==> src/rtl/axi_burst_master.sv <==
// axi_burst_master
//   Issues one INCR burst per command on an AXI4 master port. A write moves
//   cmd_len+1 beats from the wr_* stream onto W. A read moves cmd_len+1 beats
//   from R onto the rd_* stream. Each command ends with a one-cycle done pulse
//   carrying the burst status on done_resp.
//
// Optional feature: define AXI_MASTER_TIMEOUT_EN to add an 8-bit watchdog.
//   The watchdog aborts a burst after TIMEOUT_CYCLES cycles with no handshake
//   and reports done_resp = 2'b11. When the macro is undefined, the FSM waits
//   indefinitely.
//
// Handshake rule (every channel): a transfer happens on the rising edge where
//   valid && ready are both high. A valid, once raised, keeps its payload
//   stable until that edge. cmd_valid is honoured only while cmd_ready is high.
//
// Ports
//   m00_axi_aclk / m00_axi_areset : clock, async active-high reset
//   cmd_*       : command in (write flag, 6-bit address, len = beats-1)
//   wr_*        : write data stream in (valid/ready)
//   rd_*        : read data stream out (valid/ready)
//   done, done_resp : completion pulse and status
//   m00_axi_aw*/w*/b*/ar*/r* : AXI4 master channels
//   dbg_state   : current FSM state, for debug
module axi_burst_master #(
  parameter logic [1:0] AXI_ID         = 2'b11,
  parameter int         TIMEOUT_CYCLES = 255
) (
  input  logic        m00_axi_aclk,
  input  logic        m00_axi_areset,
  input  logic        cmd_valid,
  output logic        cmd_ready,
  input  logic        cmd_write,
  input  logic [5:0]  cmd_addr,
  input  logic [7:0]  cmd_len,
  input  logic [31:0] wr_data,
  input  logic        wr_valid,
  output logic        wr_ready,
  output logic [31:0] rd_data,
  output logic        rd_valid,
  input  logic        rd_ready,
  output logic        done,
  output logic [1:0]  done_resp,
  output logic [5:0]  m00_axi_awaddr,
  output logic [7:0]  m00_axi_awlen,
  output logic [2:0]  m00_axi_awsize,
  output logic [1:0]  m00_axi_awburst,
  output logic [1:0]  m00_axi_awid,
  output logic        m00_axi_awvalid,
  input  logic        m00_axi_awready,
  output logic [31:0] m00_axi_wdata,
  output logic [3:0]  m00_axi_wstrb,
  output logic        m00_axi_wlast,
  output logic        m00_axi_wvalid,
  input  logic        m00_axi_wready,
  input  logic [1:0]  m00_axi_bresp,
  input  logic [1:0]  m00_axi_bid,
  input  logic        m00_axi_bvalid,
  output logic        m00_axi_bready,
  output logic [5:0]  m00_axi_araddr,
  output logic [7:0]  m00_axi_arlen,
  output logic [2:0]  m00_axi_arsize,
  output logic [1:0]  m00_axi_arburst,
  output logic        m00_axi_arvalid,
  input  logic        m00_axi_arready,
  input  logic [31:0] m00_axi_rdata,
  input  logic [1:0]  m00_axi_rresp,
  input  logic        m00_axi_rlast,
  input  logic        m00_axi_rvalid,
  output logic        m00_axi_rready,
  output logic [2:0]  dbg_state
);

  typedef enum logic [2:0] {
    S_IDLE = 3'd0, S_AW = 3'd1, S_W = 3'd2, S_B = 3'd3,
    S_AR = 3'd4, S_R = 3'd5, S_DONE = 3'd6
  } state_t;

  state_t      state_q, state_d;
  logic [5:0]  addr_q, addr_d;
  logic [7:0]  len_q, len_d;
  logic [7:0]  beat_q, beat_d;
  logic [1:0]  err_q, err_d;
  // Low during reset and until the first edge after release, which delays
  // the first cmd_ready by one clock.
  logic        rdy_q;
  logic        last_beat;

`ifdef AXI_MASTER_TIMEOUT_EN
  localparam logic [7:0] WdLast = 8'(TIMEOUT_CYCLES - 1);
  logic [7:0] wd_q, wd_d;
  logic       wd_active, wd_hs;
`endif

  // The command fields are registered at acceptance, so AW/AR stay stable.
  assign m00_axi_awaddr  = addr_q;
  assign m00_axi_araddr  = addr_q;
  assign m00_axi_awlen   = len_q;
  assign m00_axi_arlen   = len_q;
  assign m00_axi_awsize  = 3'b010;
  assign m00_axi_arsize  = 3'b010;
  assign m00_axi_awburst = 2'b01;
  assign m00_axi_arburst = 2'b01;
  assign m00_axi_awid    = AXI_ID;
  assign m00_axi_wstrb   = 4'hF;
  assign m00_axi_wdata   = wr_data;
  assign rd_data         = m00_axi_rdata;
  assign done_resp       = err_q;
  assign dbg_state       = state_q;
  assign last_beat       = (beat_q == len_q);

  always_ff @(posedge m00_axi_aclk or posedge m00_axi_areset) begin
    if (m00_axi_areset) begin
      state_q <= S_IDLE;
      addr_q  <= '0;
      len_q   <= '0;
      beat_q  <= '0;
      err_q   <= '0;
      rdy_q   <= 1'b0;
    end else begin
      state_q <= state_d;
      addr_q  <= addr_d;
      len_q   <= len_d;
      beat_q  <= beat_d;
      err_q   <= err_d;
      rdy_q   <= 1'b1;
    end
  end

  always_comb begin
    state_d         = state_q;
    addr_d          = addr_q;
    len_d           = len_q;
    beat_d          = beat_q;
    err_d           = err_q;
    cmd_ready       = 1'b0;
    wr_ready        = 1'b0;
    rd_valid        = 1'b0;
    done            = 1'b0;
    m00_axi_awvalid = 1'b0;
    m00_axi_wvalid  = 1'b0;
    m00_axi_wlast   = 1'b0;
    m00_axi_bready  = 1'b0;
    m00_axi_arvalid = 1'b0;
    m00_axi_rready  = 1'b0;
    case (state_q)
      S_IDLE: begin
        cmd_ready = rdy_q;
        if (cmd_valid && rdy_q) begin
          addr_d  = cmd_addr;
          len_d   = cmd_len;
          beat_d  = '0;
          err_d   = 2'b00;
          state_d = cmd_write ? S_AW : S_AR;
        end
      end
      S_AW: begin
        m00_axi_awvalid = 1'b1;
        if (m00_axi_awready) state_d = S_W;
      end
      S_W: begin
        m00_axi_wvalid = wr_valid;
        wr_ready       = m00_axi_wready;
        m00_axi_wlast  = last_beat;
        if (wr_valid && m00_axi_wready) begin
          if (last_beat) state_d = S_B;
          else           beat_d  = beat_q + 8'd1;
        end
      end
      S_B: begin
        m00_axi_bready = 1'b1;
        if (m00_axi_bvalid) begin
          // A response for another ID is reported as a slave error.
          err_d   = (m00_axi_bid != AXI_ID) ? 2'b10 : m00_axi_bresp;
          state_d = S_DONE;
        end
      end
      S_AR: begin
        m00_axi_arvalid = 1'b1;
        if (m00_axi_arready) state_d = S_R;
      end
      S_R: begin
        m00_axi_rready = rd_ready;
        rd_valid       = m00_axi_rvalid;
        if (m00_axi_rvalid && rd_ready) begin
          // The first error wins. Within one beat, a bad rresp is reported
          // ahead of a misplaced or missing rlast.
          if (err_q == 2'b00) begin
            if (m00_axi_rresp != 2'b00)          err_d = m00_axi_rresp;
            else if (m00_axi_rlast != last_beat) err_d = 2'b10;
          end
          if (m00_axi_rlast || last_beat) state_d = S_DONE;
          else                            beat_d  = beat_q + 8'd1;
        end
      end
      S_DONE: begin
        done    = 1'b1;
        state_d = S_IDLE;
      end
      default: state_d = S_IDLE;
    endcase

`ifdef AXI_MASTER_TIMEOUT_EN
    wd_active = (state_q == S_AW) || (state_q == S_W) || (state_q == S_B) ||
                (state_q == S_AR) || (state_q == S_R);
    wd_hs     = ((state_q == S_AW) && m00_axi_awready) ||
                ((state_q == S_W)  && wr_valid && m00_axi_wready) ||
                ((state_q == S_B)  && m00_axi_bvalid) ||
                ((state_q == S_AR) && m00_axi_arready) ||
                ((state_q == S_R)  && m00_axi_rvalid && rd_ready);
    wd_d      = (!wd_active || wd_hs) ? 8'd0 : wd_q + 8'd1;
    // Abort: DONE drives every AXI valid/ready low from the next cycle on.
    if (wd_active && !wd_hs && (wd_q == WdLast)) begin
      state_d = S_DONE;
      err_d   = 2'b11;
    end
`endif
  end

`ifdef AXI_MASTER_TIMEOUT_EN
  always_ff @(posedge m00_axi_aclk or posedge m00_axi_areset) begin
    if (m00_axi_areset) wd_q <= '0;
    else                wd_q <= wd_d;
  end
`endif

endmodule

==> config.mk <==
export PLATFORM = sky130hd
export DESIGN_NAME = axi_burst_master
export DESIGN_NICKNAME = d
export VERILOG_FILES = /design/src/rtl/axi_burst_master.sv
export SDC_FILE = /design/constraint.sdc
export NUM_CORES = 1
export LEC_CHECK = 0
export CAP_MARGIN = 10
export CORE_MARGIN = 2
export CORE_UTILIZATION = 29
export CTS_BUF_LIST = sky130_fd_sc_hd__clkbuf_8
export CTS_CLUSTER_SIZE = 8
export DETAILED_ROUTE_END_ITERATION = 7
export PLACE_DENSITY = 0.83
export SLEW_MARGIN = 10
export SYNTH_ARGS = -nofsm -noshare
export SYNTH_HDL_FRONTEND = slang
export SYNTH_SLANG_ARGS = --single-unit
==> constraint.sdc <==
create_clock -name m00_axi_aclk -period 2.3 [get_ports m00_axi_aclk]
set_input_delay 0.46 -clock m00_axi_aclk [delete_from_list [all_inputs] [get_ports m00_axi_aclk]]
set_output_delay 0.46 -clock m00_axi_aclk [all_outputs]
set_load 0.02 [all_outputs]
==> results by stage <==
Clocking:
- The number of H-tree levels is 1.
- The number of clock buffers added by TritonCTS is 3.
- The buffer type at the clock tree root is sky130_fd_sc_hd__clkbuf_8.
- The clock drives 28 sinks.
- The clock slew seen by the registers of the worst setup and hold paths is 0.09 ns.
- Clock latency on the worst-skew pair, taken at its later pin, is 0.28 ns.
- The clock tree from TritonCTS is built.
- The number of buffers on the longest clock path is 2.
- The number of hold-repair buffers added at the cts stage is 0.

Critical path:
- The terminus of the critical flop-to-flop path is done_resp[1].
- Across all register-to-register paths, the minimum setup slack is 0.08 ns.
- The launching element type of the critical path is a register.
- Data on the critical path is required at its endpoint by 1.84 ns.
- The worst setup path is captured at an output pin.
- The setup path with the least slack is of type register to output pin.
- In this run the critical register-to-register path is launched from beat_q[0].
- Along the worst path, the maximum fanout reaches 14.
- The critical path arrival is 1.78 ns.
- For the worst flop-to-flop path, the logic depth is 9.

Die:
- The width of the die is 94.5 um.
- The placeable core area is just over 8000 um^2.
- The floorplan step defined a die boundary enclosing 8940 um^2.
- The total I/O pin count is 219.
- The initial core utilization is 29.4%.
- The floorplan step set the die height to 94.5 um.
- The number of placement rows is 33.

Logic synthesis:
- The simple-gate share of the synthesized area is 13.2%.
- Ranked by total cell area, the synthesized netlist is headed by sky130_fd_sc_hd__buf_4 (30%), sky130_fd_sc_hd__dfrtp_1 (29%), sky130_fd_sc_hd__mux2_2 (7.6%), sky130_fd_sc_hd__xor2_1 (2.9%), sky130_fd_sc_hd__o31ai_1 (2.8%).
- Counting every instance in the synthesized netlist gives 258.
- The number of flip-flops and latches in the synthesized netlist is 28.
- The library cell occupying the most area in the post-synthesis netlist is sky130_fd_sc_hd__buf_4.
- The share of synthesized area in the top cell type comes to between 30% and 40%.
- The sequential share of the synthesized area is 29.5%.
- The number of enable flip-flop cells after synthesis is 0.
- After synthesis, the largest family of logic cells by area is buffers and inverters.
- Of the total synthesized cell area, the portion taken by XOR and XNOR cells is 2.95%.
- Summing the areas of all compound-gate instances in the mapped netlist gives about an eighth of the synthesized area.
- The share of synthesized cell area in full adder, half adder and majority cells is 1.05%.
- The number of distinct library cells after synthesis is 43.
- The leading register cell type out of synthesis is sky130_fd_sc_hd__dfrtp_1.
- For this run, asynchronously set or reset flops after synthesis account for 100%.
- Yosys printed 0 warnings.
- The average cell area after synthesis is slightly above 9 um^2.
- The total standard cell area after synthesis is 2380 um^2.
- The mux cell area share after synthesis is 7.58%.

Cells and area:
- The finished cells cover 2890 um^2.
- The number of diodes added for antenna fixing is 0.
- The count of cells in the finished layout, fillers not included, comes to 383.
- The library cell used most frequently in the layout, excluding fill and tap cells, is sky130_fd_sc_hd__clkdlybuf4s50_1.
- The area growth from synthesis to layout is 21.4%.
- The number of fillers in the final layout is 825.
- Cells fill a little over a third of the core in the end.
- The post-layout net count is between 300 and 400.
- Cells with a size suffix above 1 make up 24.1% of the layout.
- In the layout the commonest cells are sky130_fd_sc_hd__clkdlybuf4s50_1 (67), sky130_fd_sc_hd__buf_4 (30), sky130_fd_sc_hd__dfrtp_1 (28).

Place:
- The placer congestion estimate is 0.852.
- In this run the tool buffered the top-level ports with 74 buffer cells.
- Counting tap cells, the placed design contains a total of 374 instances.
- The half-perimeter wire length of the detailed placement result is 3770 um.
- The placed instances occupy a cell area of 2740 um^2.

Global routing:
- The sum of overflow across all layers after global routing is 0.
- The first global-routing pass estimated 7730 um of wire.
- The aggregate global-route resource usage is 11.0%.
- The maximum number of pins on one net before global-route repair is 29.
- The number of antenna violations at the first check in global routing is 0.
- The via count of the first global-routing pass is 1694.

STA:
- The total count of hold-check failures in the final report came to 0.
- After layout, the worst path uses 97.5% of the clock period.
- Setup repair after global routing could not meet its margin everywhere.
- The clock tree skew after final layout is around 0.0026 ns.
- The clock period minus worst slack is 2.24 ns.
- For this run, the top clock speed supported by timing is 446 MHz.
- Setup violations remaining at the end of the flow were counted as 0.
- Setup total negative slack on the finished layout was measured at 0 ns.
- The max-slew violation total from the final report was 0.

Routing:
- The detailed-route vias per instance is 4.50.
- The total DRC errors in the routed layout is 0.
- The overall routed net length is 4960 um.
- For this block, the initial DRC count from the detailed router was 110.
- In the final routed layout, each cell accounts on average for 13.0 um.
- The first-pass detailed-route iteration total is 4.
- The vias after detailed routing is approximately 1.7k.
- Once detail routing completed, the nets flagged for antenna violations numbered 0.

Pwr:
- The power per cell area is 1210 nW/um^2.
- The switching portion of total power is 43.0%.
- The analysis attributes to cell leakage a power of 1.35 nW.
- Combinational logic burns 68.7% of the power.
- The worst IR drop on VDD is 579 uV.
- In this run, the clock network consumes 8.8% of the power.
- Per report_power, the sequential group accounts for about 23% of the total.
- In this run the power spent charging and discharging nets is around 1.5 mW.
- Summing internal, switching and leakage power gives 3.49 mW.
- Cell internal power was estimated by the tool at between 1.5 and 2 mW.

Run status:
- The flow ran to the end, and the final reports show no timing, DRC or antenna violations.

Job:
- The number of maximum-capacitance constraint violations is 0.

Hold path:
- The worst hold path class is input pin to async pin.
layout make-up:
class                           instances  area, um^2  area share, %
Multi-Input combinational cell        136        1010           34.9
Timing Repair Buffer                  105         972           33.7
Inverter                                5        18.8          0.650
Clock buffer                            4        55.1           1.91
Sequential cell                        28         701           24.3
Tap cell                              105         131           4.55
through the flow:
stage	hold WS [ns]	setup WS (ns)
2_1_floorplan	0.487	0.0648
3_3_place_gp	0.515	0.0151
3_5_place_dp	0.522	-0.0699
4_1_cts	0.546	0.0121
5_1_grt	0.560	-0.0474
6_report	0.540	0.0575
how the worst max path moves through the flow:
stage / from / endpoint / slack [ns] / depth (start not counted)
4_1_cts: dbg_state[1] / rd_valid / 0.01 / 4
3_5_place_dp: beat_q[6] / done_resp[1] / -0.07 / 9
6_report: dbg_state[1] / m00_axi_arvalid / 0.06 / 4
3_3_place_gp: beat_q[1] / m00_axi_wlast / 0.02 / 5
5_1_grt: beat_q[0] / done_resp[1] / -0.05 / 9
2_1_floorplan: m00_axi_arlen[6] / done_resp[0] / 0.06 / 8
metal layers:
metal | global-route usage (%) | share of wire, % | wire [um]
met1 | 11.8 | 38 | 1880
met2 | 20.1 | 54 | 2670
met3 | 2.08 | 5.7 | 281
met4 | 6.40 | 2.5 | 125
met5 | 0 | 0 | 0
logic make-up (layout without fill, tap and decap cells):
logic type / after synthesis / after routing
AO/OA/AOI/OAI: 38 / 38
XOR/XNOR: 8 / 8
flip-flops: 28 / 28
other: 2 / 17
adder cells (fa/ha/maj): 2 / 2
buffers and inverters: 109 / 114
multiplexers: 16 / 16
AND/OR/NAND/NOR: 55 / 55
cells in the mapped netlist (3+ instances only):
library cell                n
sky130_fd_sc_hd__mux2_2    16
sky130_fd_sc_hd__a31oi_1    3
sky130_fd_sc_hd__buf_2      5
sky130_fd_sc_hd__inv_1      5
sky130_fd_sc_hd__buf_4     96
sky130_fd_sc_hd__o31ai_1    9
sky130_fd_sc_hd__nor2_1    10
sky130_fd_sc_hd__o21ai_0    9
sky130_fd_sc_hd__a211oi_1   3
sky130_fd_sc_hd__o41ai_2    3
sky130_fd_sc_hd__and2_1     5
sky130_fd_sc_hd__xor2_1     8
sky130_fd_sc_hd__nor4_1     3
sky130_fd_sc_hd__nor2b_1    3
sky130_fd_sc_hd__dfrtp_1   28
sky130_fd_sc_hd__nand2_1   13
sky130_fd_sc_hd__nand2b_1   3
power by group through the flow:
stage / sequential [mW] / clock (mW) / combinational [mW]
6_report: 0.789 / 0.306 / 2.40
5_1_grt: 0.815 / 0.343 / 2.56
4_1_cts: 0.795 / 0.320 / 2.31
3_5_place_dp: 0.809 / 0 / 2.29
3_3_place_gp: 0.800 / 0 / 2.26
2_1_floorplan: 1.02 / 0 / 1.41
timing repair:
| action | CTS | global route |
|---|---|---|
| setup buffers | 3 | 2 |
| pin swaps | 2 | 3 |
| setup endpoints to repair | 8 | 13 |
| gates resized for setup | 9 | 14 |
worst max-delay path, cell delays in order, from the launching register on:
cell and delay [ns]:
sky130_fd_sc_hd__dfrtp_1 0.39, sky130_fd_sc_hd__buf_4 0.18, sky130_fd_sc_hd__nand2b_1 0.22, sky130_fd_sc_hd__nor2_1 0.11, sky130_fd_sc_hd__clkdlybuf4s50_1 0.60
flip-flops by register name (all words and copies together) (netlist names):
name	cells
beat_q	8
rdy_q	1
done_resp	2
m00_axi_araddr	6
m00_axi_arlen	8
dbg_state	3
No activity file was read; power rests on OpenSTA's default activity.
